**src/rtl/ntsc_pixel_packer.sv**
```systemverilog
// ntsc_pixel_packer
// Single-clock NTSC pixel packer feeding the ZBT write arbiter.
// It tracks the x/y position from the decoder's {field, vsync, hsync} bits.
// It packs PIX_PER_WORD accepted pixels MSB-first into one memory word, addressed by
// the word's first pixel. Completed words are queued in a small FIFO.
// The FIFO is drained with a wr_req/wr_ack handshake.
// Interlaced row addressing and 2:1 decimation are selectable once per frame.
// Words that complete while the FIFO is full are dropped and counted.
//
// Ports:
//   clk        system clock
//   reset_n    synchronous reset, active-low
//   fvh        {field, vsync, hsync}, already synchronised to clk
//   pix_valid  one-cycle strobe qualifying pix_data
//   pix_data   pixel value
//   interlace  insert field bit into row address (latched during vsync)
//   decimate   keep even pixels of even lines only (latched during vsync)
//   wr_addr    head-of-FIFO address (0 when empty)
//   wr_data    head-of-FIFO data (0 when empty)
//   wr_req     FIFO non-empty
//   wr_ack     arbiter takes the head entry this cycle
//   overflow   sticky, a completed word was dropped
//   drop_count dropped-word count, saturating
module ntsc_pixel_packer #(
  parameter int PIX_W        = 8,
  parameter int PIX_PER_WORD = 4,
  parameter int DATA_W       = 36,
  parameter int ADDR_W       = 19,
  parameter int X_BITS       = 10,
  parameter int Y_BITS       = 9,
  parameter int FIFO_DEPTH   = 8
) (
  input  logic              clk,
  input  logic              reset_n,
  input  logic [2:0]        fvh,
  input  logic              pix_valid,
  input  logic [PIX_W-1:0]  pix_data,
  input  logic              interlace,
  input  logic              decimate,
  output logic [ADDR_W-1:0] wr_addr,
  output logic [DATA_W-1:0] wr_data,
  output logic              wr_req,
  input  logic              wr_ack,
  output logic              overflow,
  output logic [15:0]       drop_count
);

  localparam int LOG2_PPW  = (PIX_PER_WORD > 1) ? $clog2(PIX_PER_WORD) : 0;
  localparam int LANE_W    = (PIX_PER_WORD > 1) ? LOG2_PPW : 1;
  localparam int WCOL_BITS = X_BITS - LOG2_PPW;
  localparam int ROW_W     = Y_BITS + 1;
  // FIFO_DEPTH must be a power of two >= 2 so the pointers wrap naturally
  localparam int PTR_W     = $clog2(FIFO_DEPTH);
  localparam int CNT_W     = PTR_W + 1;

  logic [X_BITS-1:0] x;
  logic [Y_BITS-1:0] y;
  logic [LANE_W-1:0] lane;
  logic              field_q, il_mode, dec_mode, hsync_q;
  logic [DATA_W-1:0] word_q;
  logic [ADDR_W-1:0] addr_q;

  logic              active, accept, last_lane, push;
  logic [X_BITS-1:0] xs;
  logic [Y_BITS-1:0] ys;
  logic [WCOL_BITS-1:0] wcol;
  logic [ROW_W-1:0]  row;
  logic [ADDR_W-1:0] lane0_addr, push_addr;
  logic [DATA_W-1:0] lane_bits, next_word;

  // A pixel at x = all-ones is treated as off-screen and ignored entirely
  always_comb begin
    active     = pix_valid && (fvh[1:0] == 2'b00) && (x != '1);
    accept     = active && (!dec_mode || (!x[0] && !y[0]));
    xs         = dec_mode ? (x >> 1) : x;
    ys         = dec_mode ? (y >> 1) : y;
    wcol       = WCOL_BITS'(xs >> LOG2_PPW);
    row        = il_mode ? {ys, field_q} : {1'b0, ys};
    lane0_addr = (ADDR_W'(row) << WCOL_BITS) | ADDR_W'(wcol);
    push_addr  = (lane == '0) ? lane0_addr : addr_q;
    lane_bits  = DATA_W'(pix_data) << (PIX_W * (PIX_PER_WORD - 1 - int'(lane)));
    next_word  = ((lane == '0) ? '0 : word_q) | lane_bits;
    last_lane  = (lane == LANE_W'(PIX_PER_WORD - 1));
    push       = accept && last_lane;
  end

  // Raster tracking and word assembly.
  // The completing pixel goes straight into the FIFO, so the word and address
  // registers only hold the partial word.
  always_ff @(posedge clk) begin
    if (!reset_n) begin
      x        <= '0;
      y        <= '0;
      lane     <= '0;
      field_q  <= 1'b0;
      il_mode  <= 1'b0;
      dec_mode <= 1'b0;
      hsync_q  <= 1'b0;
      word_q   <= '0;
      addr_q   <= '0;
    end else begin
      hsync_q <= fvh[0];
      if (fvh[1]) begin
        il_mode  <= interlace;
        dec_mode <= decimate;
        field_q  <= fvh[2];
        y        <= '0;
      end else if (fvh[0] && !hsync_q && (y != '1)) begin
        y <= y + Y_BITS'(1);
      end
      if (fvh[0]) begin
        x    <= '0;
        lane <= '0;
      end else if (active) begin
        x <= x + X_BITS'(1);
        if (accept) begin
          word_q <= next_word;
          if (lane == '0) addr_q <= lane0_addr;
          lane <= last_lane ? '0 : lane + LANE_W'(1);
        end
      end
    end
  end

  logic [ADDR_W-1:0] mem_addr [FIFO_DEPTH];
  logic [DATA_W-1:0] mem_data [FIFO_DEPTH];
  logic [PTR_W-1:0]  wr_ptr, rd_ptr;
  logic [CNT_W-1:0]  count;
  logic              full, pop, do_push, drop;

  // A full FIFO still accepts a push when the head leaves in the same cycle
  always_comb begin
    full    = (count == CNT_W'(FIFO_DEPTH));
    pop     = wr_req && wr_ack;
    do_push = push && (!full || pop);
    drop    = push && full && !pop;
  end

  // Storage needs no reset; the pointers and count define what is valid
  always_ff @(posedge clk) begin
    if (do_push) begin
      mem_addr[wr_ptr] <= push_addr;
      mem_data[wr_ptr] <= next_word;
    end
  end

  // FIFO bookkeeping and drop accounting
  always_ff @(posedge clk) begin
    if (!reset_n) begin
      wr_ptr     <= '0;
      rd_ptr     <= '0;
      count      <= '0;
      overflow   <= 1'b0;
      drop_count <= '0;
    end else begin
      if (do_push) wr_ptr <= wr_ptr + PTR_W'(1);
      if (pop)     rd_ptr <= rd_ptr + PTR_W'(1);
      if (do_push && !pop)      count <= count + CNT_W'(1);
      else if (!do_push && pop) count <= count - CNT_W'(1);
      if (drop) begin
        overflow <= 1'b1;
        if (drop_count != 16'hFFFF) drop_count <= drop_count + 16'd1;
      end
    end
  end

  // The head outputs read 0 when the FIFO is empty
  assign wr_req  = (count != '0);
  assign wr_addr = wr_req ? mem_addr[rd_ptr] : '0;
  assign wr_data = wr_req ? mem_data[rd_ptr] : '0;

endmodule
```
**config.mk**
```make
export PLATFORM = sky130hd
export DESIGN_NAME = ntsc_pixel_packer
export DESIGN_NICKNAME = d
export VERILOG_FILES = /design/src/rtl/ntsc_pixel_packer.sv
export SDC_FILE = /design/constraint.sdc
export NUM_CORES = 1
export LEC_CHECK = 0
export CORE_MARGIN = 10
export CORE_UTILIZATION = 58
export CTS_CLUSTER_DIAMETER = 60
export DETAILED_ROUTE_END_ITERATION = 7
export PLACE_DENSITY = 0.76
export SYNTH_ARGS = -nofsm -noshare
export SYNTH_HDL_FRONTEND = slang
export SYNTH_SLANG_ARGS = --single-unit
```
**constraint.sdc**
```tcl
create_clock -name clk -period 10.16 [get_ports clk]
set_clock_uncertainty 0.05 [all_clocks]
set_input_delay 1.016 -clock clk [delete_from_list [all_inputs] [get_ports clk]]
set_output_delay 1.016 -clock clk [all_outputs]
set_load 0.05 [all_outputs]
```
# Yosys cells after proc, flatten, opt, wreduce, memory -nomap -nowiden
# Memory sizes are Yosys's and may differ from the RTL's. A register that Yosys moved wholly into a read port is not among the register bits.
# Cells that the tools add are included.
# totals
regBits	107
ram_bits	440
output_inout_bits	73
elab_cells	82
n_memories	2
# op_classes
add_sub_neg	9
eq_ne	5
n_shift	1
muxes	16
bitwise	4
reduce_logical	31
# mem_list
memory	depth	word_bits	read_ports	rd_ports_with_merged_regs	write_ports	line	rtl
mem_data	8	36	1	1	1	126	logic [DATA_W-1:0] mem_data [FIFO_DEPTH];
mem_addr	8	19	1	1	1	125	logic [ADDR_W-1:0] mem_addr [FIFO_DEPTH];
# op_table
op	n
$mux 36	2
$mux 19	2
$or 36x36->36	1
$shl 8x32->36	1
$mux 10	2
$or 18x8->18	1
$add 16x1->16 const B	1
$ne 16x16->1 const B	1
$logic_and 1x1->1	13
$mux 3	4
$add 10x1->10 const B	1
$ne 10x10->1 const B	1
$add 9x1->9 const B	1
$mux 9	1
$ne 9x9->1 const B	1
$mux 4	2
$logic_not 1->1	7
$add 3x1->3 const B	2
$add 4x1->4 const B	1
$eq 4x4->1 const B	1
$logic_not 2->1	2
$reduce_and 2->1	2
$reduce_bool 4->1	1
$reduce_or 2->1	2
10 further kinds	13

# Depth between registers and ports, before layout
# depth
depth_word	10
ltp_mapped	14
depth_no_buf	14

# Worst setup path before layout
# No wires, ideal clock.
# synth_path
path_type	in2reg
startpoint	in fvh[1]
endpoint	mem mem_addr[4][0] (enable)
setup_ns	0.623
arrival_ns	7.332
path_slack_ns	2.155
path_stages	6
n_path_buf	1
path_cell_list	buf_6 -> nor3b_4 -> nand2_2 -> nor2_1 -> nand2_1 -> nor4b_1
# synth_between
elab_chain_len	8
# synth_rtl
item	line	rtl
from (decl)	35	input logic [2:0] fvh,
$logic_not 2->1	73	active = pix_valid && (fvh[1:0] == 2'b00) && (x != '1);
$logic_and 1x1->1 (2 in a row)	73	
$logic_and 1x1->1	74	accept = active && (!dec_mode || (!x[0] && !y[0]));
$logic_and 1x1->1	84	push = accept && last_lane;
$logic_and 1x1->1	135	do_push = push && (!full || pop);
$mux 1	141	if (do_push) begin
$mux 1 (not written as such)	142	mem_addr[wr_ptr] <= push_addr;
to (decl)	125	
# Every way passes these cells.

==> metrics.sh <==
OUTCOME='finished, final reports clean'
SYNTH_COMPOUND_GATE_AREA_SHARE_PCT=3.090
DIODES=0
SYNTH_SEQ_AREA_SHARE_PCT=69.85
TIMING.CRITICAL_PATH.ARRIVAL_NS=3.90
SYNTH_SIMPLE_GATE_AREA_SHARE_PCT=7.445
SYNTH-ASYNC-RESET-RATIO_PCT=0
REPORT.FINAL.SETUP_VIOL=0
COMBINATIONAL_FAMILY_WITH_THE_MOST_AREA_AFTER_SYNTHESIS='multiplexers'
CELLINTERNALPOWER_mW=4.065
DRV_CAP=0
REG2REG_FROM='dec_mode'
LAYOUT_NETS=1521
POWER_FRAC_COMB_PCT=23.9
R2R-END='mem_data[7][19]'
CTS.HOLD.BUFFERS_ADDED=0
POWER.DENSITY_nW_PER_UM2=229.8
GRT_FIRST_PASS_WIRELENGTH_MM=72.03
SYNTH_EDF_COUNT=440
WORST-R2R-CELL-COUNT=8
VIASPERCELL=5.925
WORSTPATHCELLLIST='buf_4, mux4_2, mux2i_1, nor2_1, clkdlybuf4s50_1'
DIEWIDTH_UM=215.1
WORST_HOLD_SLACK_NS=0.4027
PERIOD_MINUS_SLACK_NS=4.968
NUMBER_OF_TOP_LEVEL_DESIGN_PORTS=90
CP_SLOWEST_STAGE_DELAY_NS=0.98
POWER.TOTAL_mW=5.795
CTS_TREE='done'
VIAS_IN_THE_FIRST_GLOBAL_ROUTE=12690
SEQUENTIALPOWERSHARE_PCT=43.0
POWER_FRAC_CLOCK_PCT=33.2
FLOORPLAN.DIE.HEIGHT_UM=215.1
TIMING.CRITICAL_PATH.REQUIRED_NS=9.09
LAYOUT-AREA-OVERHEAD-VS-SYNTH_PCT=14.29
POSTSYNTH.TOPFLOPCELL='sky130_fd_sc_hd__edfxtp_1'
DETAIL_ROUTE.FIRST_PASS.ITERATIONS=5
POSTCTSSETUPREPAIRBUFS=0
LEAKAGE_POWER_FIGURE_nW=8.209
CRIT_PATH_MAX_FANOUT=64
PLACE.PORT_BUFFERS=89
GRT_ANTENNA_BEFORE_REPAIR=0
COREAREA_UM2=37580
OVERFLOW=0
WORST-SLEW-PIN-TRANSITION_NS=1.098
POST_ROUTE_ANTENNA_NET_VIOLATION_COUNT=0
POSTCTSRESIZEDCELLS=0
POST-ROUTE-PERIOD-UTIL_PCT=48.90
SLEW_HEADROOM_PCT=26.71
WORST_SETUP_PATH_START_KIND='flip-flop'
AREA.SEQUENTIAL_UM2=15430
CTS-ROOT-BUF='sky130_fd_sc_hd__clkbuf_16'
SWITCHING_SHARE_PCT=29.85
GP_CONGESTION=0.7610
CLOCK.FMAX_GHz=0.2013
MAPPED_NETS=1435
GROUTE.USAGE.OVERALL_PCT=19.80
CLOCK_SINK_COUNT=550
SWITCHINGPOWER_mW=1.730
VIA_COUNT=12130
SYN_INST=1406
YOSYS.AREA_SHARE.ADDER_PCT=0.7144
DETAIL_ROUTE.ITER0.VIOLATIONS=949
LARGEST_NET_DEGREE_AT_THE_START_OF_GLOBAL_ROUTING=65
WORST_IR_DROP_ON_VDD_mV=0.1982
SETUP_REPAIR_AFTER_GLOBAL_ROUTING_MISSED_ITS_MARGIN='false'
SETUP_TOTAL_NEGATIVE_SLACK_NS=0
CLOCK_INSERTION_DELAY_WORST_SKEW_NS=0.58
HOLD_CLASS='flip-flop to flip-flop'
SYN_AREA_UM2=22070
CLKTRANSATPATHREGS_NS=0.06
NUM-FILL-CELLS=2507
NETLIST-CELL-TYPE-COUNT=53
FINAL_SLEW_VIOLATIONS=0
SYNTH_WARNINGS=0
START_UTIL_PCT=58.73
FINALHOLDVIOLATIONS=0
FP.DIEAREA_UM2=46250
POST_SYNTH_MUX_AREA_SHARE_PCT=15.67
SETUP.WORST_PATH.END_CLASS='output port'
XOR_XNOR_FRACTION_OF_SYNTH_AREA_PCT=0.9922
SYNTHESIS.AREA_PER_INSTANCE_UM2=15.70
SYNTH.FF_LATCH_COUNT=550
POST_DRT_WL_PER_CELL_UM=22.31
CTS_INSERTED_BUFFERS=53
CLOCK_PATH_BUFFERS=3
CTSHTREEMAXLEVEL=2
DP_HPWL_MM=25.53
DRC=0
POST_ROUTE_CELLS_DRIVE_ABOVE_1_SHARE_PCT=15.61
ROUTED_WL_MM=45.70
REGTOREGSETUPSLACK_NS=6.49
MULTIINPUTGATEAREA_UM2=6222
TIMING.CRITICAL_PATH.TO='wr_addr[3]'
CPMAXSTAGEDELAYCELL='sky130_fd_sc_hd__dfxtp_4'
WORSTSETUPPATHTYPE='flip-flop to output port'
ROWS=71
## registers in the layout (all words and copies together), names as in the netlist, 2 cells and up, named ones only
signal / flops
count: 4
mem_data: 288
wr_ptr: 3
mem_addr: 152
addr_q: 19
drop_count: 16
y: 9
rd_ptr: 3
word_q: 36
x: 10
lane: 2
## cell usage in the layout (no fill, tap or decap), types with 3 or more instances in the layout
master                            instances
sky130_fd_sc_hd__edfxtp_1               440
sky130_fd_sc_hd__and4_1                   6
sky130_fd_sc_hd__nor3_1                   8
sky130_fd_sc_hd__clkbuf_8                 6
sky130_fd_sc_hd__ha_1                    10
sky130_fd_sc_hd__nand2_1                142
sky130_fd_sc_hd__mux2_2                   8
sky130_fd_sc_hd__dfxtp_4                  3
sky130_fd_sc_hd__a21oi_1                 64
sky130_fd_sc_hd__nor3_2                   3
sky130_fd_sc_hd__nor2_1                 118
sky130_fd_sc_hd__o21ai_0                 49
sky130_fd_sc_hd__bufinv_16                3
sky130_fd_sc_hd__mux4_2                 110
sky130_fd_sc_hd__nand4_1                 10
sky130_fd_sc_hd__nand3_1                 16
sky130_fd_sc_hd__clkdlybuf4s50_1         89
sky130_fd_sc_hd__mux2i_1                 89
sky130_fd_sc_hd__clkbuf_1                19
sky130_fd_sc_hd__and2_1                  10
sky130_fd_sc_hd__xnor2_1                 15
sky130_fd_sc_hd__nor2b_1                  8
sky130_fd_sc_hd__dfxtp_1                107
sky130_fd_sc_hd__inv_1                   41
sky130_fd_sc_hd__o31ai_1                  3
sky130_fd_sc_hd__nor4_1                   3
sky130_fd_sc_hd__clkbuf_16               55
sky130_fd_sc_hd__and3_1                   3
sky130_fd_sc_hd__buf_4                   21
sky130_fd_sc_hd__nand2b_1                 6
sky130_fd_sc_hd__xor2_1                  10
sky130_fd_sc_hd__clkinv_1                 5
sky130_fd_sc_hd__clkinv_2                 7
sky130_fd_sc_hd__or3_1                    7
sky130_fd_sc_hd__nor3b_2                  3
## routing by layer
layer | global-route usage (%) | part of all wire [%] | up-vias
li1 | - | - | 5484
met1 | 26.22 | 41 | 6145
met2 | 33.24 | 50 | 434
met3 | 3.483 | 7.1 | 71
met4 | 5.632 | 2.0 | 0
met5 | 0 | 0 | -
## worst max-delay path: cells and delay by family (launching register included)
family | cells | cell delay [ns]
buf+inv | 2 | 1.59
simple gates | 1 | 0.31
mux | 2 | 0.39
flops | 1 | 0.98
## cell families (layout without fill, tap and decap cells)
kind of cell               count (synthesis)  count (layout)
xor gates and xnor gates                  25              25
adders and majority gates                 12              12
AOI/OAI and AO/OA                        128             128
and+or+nand+nor                          362             362
DFF                                      550             550
muxes                                    207             207
buffers and inverters                    122             253
## cell usage after synthesis, types with 4 or more instances
library cell,instances,area (µm²)
sky130_fd_sc_hd__xnor2_1,15,131.4
sky130_fd_sc_hd__nand3_1,16,80.08
sky130_fd_sc_hd__buf_1,4,15.01
sky130_fd_sc_hd__and2_1,10,62.56
sky130_fd_sc_hd__clkbuf_1,52,195.2
sky130_fd_sc_hd__nor3_1,11,55.05
sky130_fd_sc_hd__dfxtp_1,110,2202
sky130_fd_sc_hd__nand2b_1,6,37.54
sky130_fd_sc_hd__nor4_1,5,31.28
sky130_fd_sc_hd__mux4_2,110,2477
sky130_fd_sc_hd__ha_1,11,137.6
sky130_fd_sc_hd__mux2i_1,89,890.9
sky130_fd_sc_hd__nand2_1,142,533.0
sky130_fd_sc_hd__xor2_1,10,87.58
sky130_fd_sc_hd__inv_1,41,153.9
sky130_fd_sc_hd__or3_1,7,43.79
sky130_fd_sc_hd__edfxtp_1,440,13210
sky130_fd_sc_hd__nand4_1,10,62.56
sky130_fd_sc_hd__o21ai_0,49,245.2
sky130_fd_sc_hd__mux2_2,8,90.09
sky130_fd_sc_hd__a21oi_1,64,320.3
sky130_fd_sc_hd__and4_1,6,52.55
sky130_fd_sc_hd__nor2_1,120,450.4
sky130_fd_sc_hd__buf_2,22,110.1
sky130_fd_sc_hd__nor2b_1,8,50.05
## area by class of cell
class | count | share of cell area (%)
Sequential cell | 550 | 61.16
Multi-Input combinational cell | 734 | 24.67
Clock buffer | 80 | 6.067
Timing Repair Buffer | 110 | 4.157
Tap cell | 511 | 2.535
Clock inverter | 20 | 0.7689
Inverter | 43 | 0.6399
## power by group through the flow
stage          sequential (mW)  combinational (mW)  clock [mW]
2_1_floorplan             2.48                1.04           0
3_3_place_gp              2.54                1.39           0
4_1_cts                   2.49                1.41        1.95
3_5_place_dp              2.54                1.41           0
5_1_grt                   2.50                1.47        2.04
6_report                  2.49                1.38        1.92
## per-stage QoR
step           utilization (%)  cell area, µm²  setup slack [ns]  cells
2_1_floorplan                -           22070             2.155   1406
6_report                 67.12           25220             5.192   2048
3_5_place_dp             62.53           23500             5.673   1948
3_3_place_gp             62.53           23500             5.755   1948
5_1_grt                  67.12           25220             4.965   2048
4_1_cts                  67.12           25220             5.085   2048
## worst min path at each step
stage                     from    endpoint  slack, ns  depth (start not counted)
detailed placement  addr_q[18]  addr_q[18]       0.39                          1
finish              word_q[35]  word_q[35]       0.40                          1
global route         word_q[6]   word_q[6]       0.43                          2
CTS                 word_q[35]  word_q[35]       0.40                          1
global placement    addr_q[18]  addr_q[18]       0.38                          1
floorplan           addr_q[18]  addr_q[18]       0.37                          1
Power figures use the tool's default switching activity.
==> variant, RTL diff (same flow settings) <==
Change the parameter `X_BITS` from 10 to 5.
--- a/src/rtl/ntsc_pixel_packer.sv
+++ b/src/rtl/ntsc_pixel_packer.sv
@@ -28,3 +28,3 @@
   parameter int ADDR_W       = 19,
-  parameter int X_BITS       = 10,
+  parameter int X_BITS       = 5,
   parameter int Y_BITS       = 9,
Behaviour: same outputs for any inputs over 4 cycles, from zero or initial values and one cycle with reset_n low; that may be too few to reach the edited logic, so the function may still have changed.
==> variant against the unedited design <==
  * Setup slack worse by 0.15 ns
  * Area after synthesis down 1.3%
  * Wire length down 1.8%
  * Maximum frequency down 2.9%
  * Sequential cell count down 5
  * Cell area down 1.4%
  * Final cell count down 5.2%
  * Total power up 13%
  * Critical path type unchanged
==> variant: results (changes against the unedited design) <==
<table>
<tr><th>Metric</th><th>Value</th></tr>
<tr><th colspan="2">Status</th></tr>
<tr><td>Result of the run</td><td>completed (unchanged)</td></tr>
<tr><th colspan="2">Floorplan</th></tr>
<tr><td>Std cell rows</td><td>70 (was 71)</td></tr>
<tr><th colspan="2">Detailed routing</th></tr>
<tr><td>Final routed wire length divided by cell count</td><td>23.1 um (was 22.3 um)</td></tr>
<tr><td>Drt via density</td><td>6.05 (was 5.92)</td></tr>
<tr><th colspan="2">Global route</th></tr>
<tr><td>Global-route track usage on met3</td><td>0.0295 (was 0.0348)</td></tr>
<tr><td>Grt met1 use</td><td>0.264 (was 0.262)</td></tr>
<tr><td>Vias in the first global route</td><td>12.1k (was 12.7k)</td></tr>
<tr><td>Met2 track utilization from global routing</td><td>0.340 (was 0.332)</td></tr>
<tr><td>Pin count of the biggest net entering global routing</td><td>78 (was 65)</td></tr>
<tr><td>Global-route wire length before repair</td><td>70000 um (was 72000 um)</td></tr>
<tr><th colspan="2">Worst setup path</th></tr>
<tr><td>CP Max Fanout</td><td>48 (was 64)</td></tr>
<tr><td>Slowest stage delay, CP</td><td>0.96 ns (was 0.98 ns)</td></tr>
<tr><th colspan="2">Layout</th></tr>
<tr><td>Non-clk bufs</td><td>107 (was 110)</td></tr>
<tr><td>Final core utilization</td><td>0.674 (was 0.671)</td></tr>
<tr><td>Proportion of cell area spent on the clock network</td><td>0.0677 (was 0.0684)</td></tr>
<tr><td>Share of post-route cells with drive strength above 1</td><td>0.168 (was 0.156)</td></tr>
<tr><td>Nets</td><td>1424 (was 1521)</td></tr>
<tr><td>Area used by multi-input combinational logic</td><td>6160 sq um (was 6220 sq um)</td></tr>
<tr><th colspan="2">Placed design</th></tr>
<tr><td>Global placement routability congestion</td><td>0.744 (was 0.761)</td></tr>
<tr><td>Estimated wirelength of the detail-placed design</td><td>24800 um (was 25500 um)</td></tr>
<tr><td>Pre-CTS setup slack</td><td>5.17 ns (was 5.67 ns)</td></tr>
<tr><td>Placed instance count</td><td>1842 (was 1948)</td></tr>
<tr><th colspan="2">Worst hold path</th></tr>
<tr><td>Start point of the worst hold path</td><td>overflow (was word_q[35])</td></tr>
<tr><th colspan="2">STA</th></tr>
<tr><td>Max Clk Rate</td><td>195 MHz (was 201 MHz)</td></tr>
<tr><td>Smallest hold slack</td><td>0.405 ns (was 0.403 ns)</td></tr>
<tr><th colspan="2">CTS</th></tr>
<tr><td>TritonCTS Buffers</td><td>54 (was 53)</td></tr>
<tr><th colspan="2">Yosys</th></tr>
<tr><td>Number of nets in the synthesized netlist</td><td>1337 (was 1435)</td></tr>
</table>
-- variant: cell types whose count changed after synthesis, moves of 9 or more --
cell and change:
sky130_fd_sc_hd__and3_1 +11, sky130_fd_sc_hd__or4_1 +9, sky130_fd_sc_hd__nand2b_1 +32, sky130_fd_sc_hd__nand2_1 -57
sky130_fd_sc_hd__inv_1 -31, sky130_fd_sc_hd__xnor2_1 -12, sky130_fd_sc_hd__nor2_1 +11, sky130_fd_sc_hd__a311oi_1 +32
sky130_fd_sc_hd__o21ai_0 -35, sky130_fd_sc_hd__a21oi_1 -34
-- variant: cell families (layout without fill, tap and decap cells) --
kind of cell | after synthesis | after routing
flops | 545 | 545
simple gates | 343 | 343
mux | 202 | 202
xor+xnor | 14 | 14
fa+ha+maj | 13 | 13
compound gates | 104 | 104
buf+inv | 86 | 217
-- variant: report_power, final --
part / internal, uW / total (uW) / switching (uW)
combinational: 783 / 2200 / 1420
clock: 1060 / 1870 / 810
sequential: 2410 / 2500 / 91.2
total: 4260 / 6580 / 2320
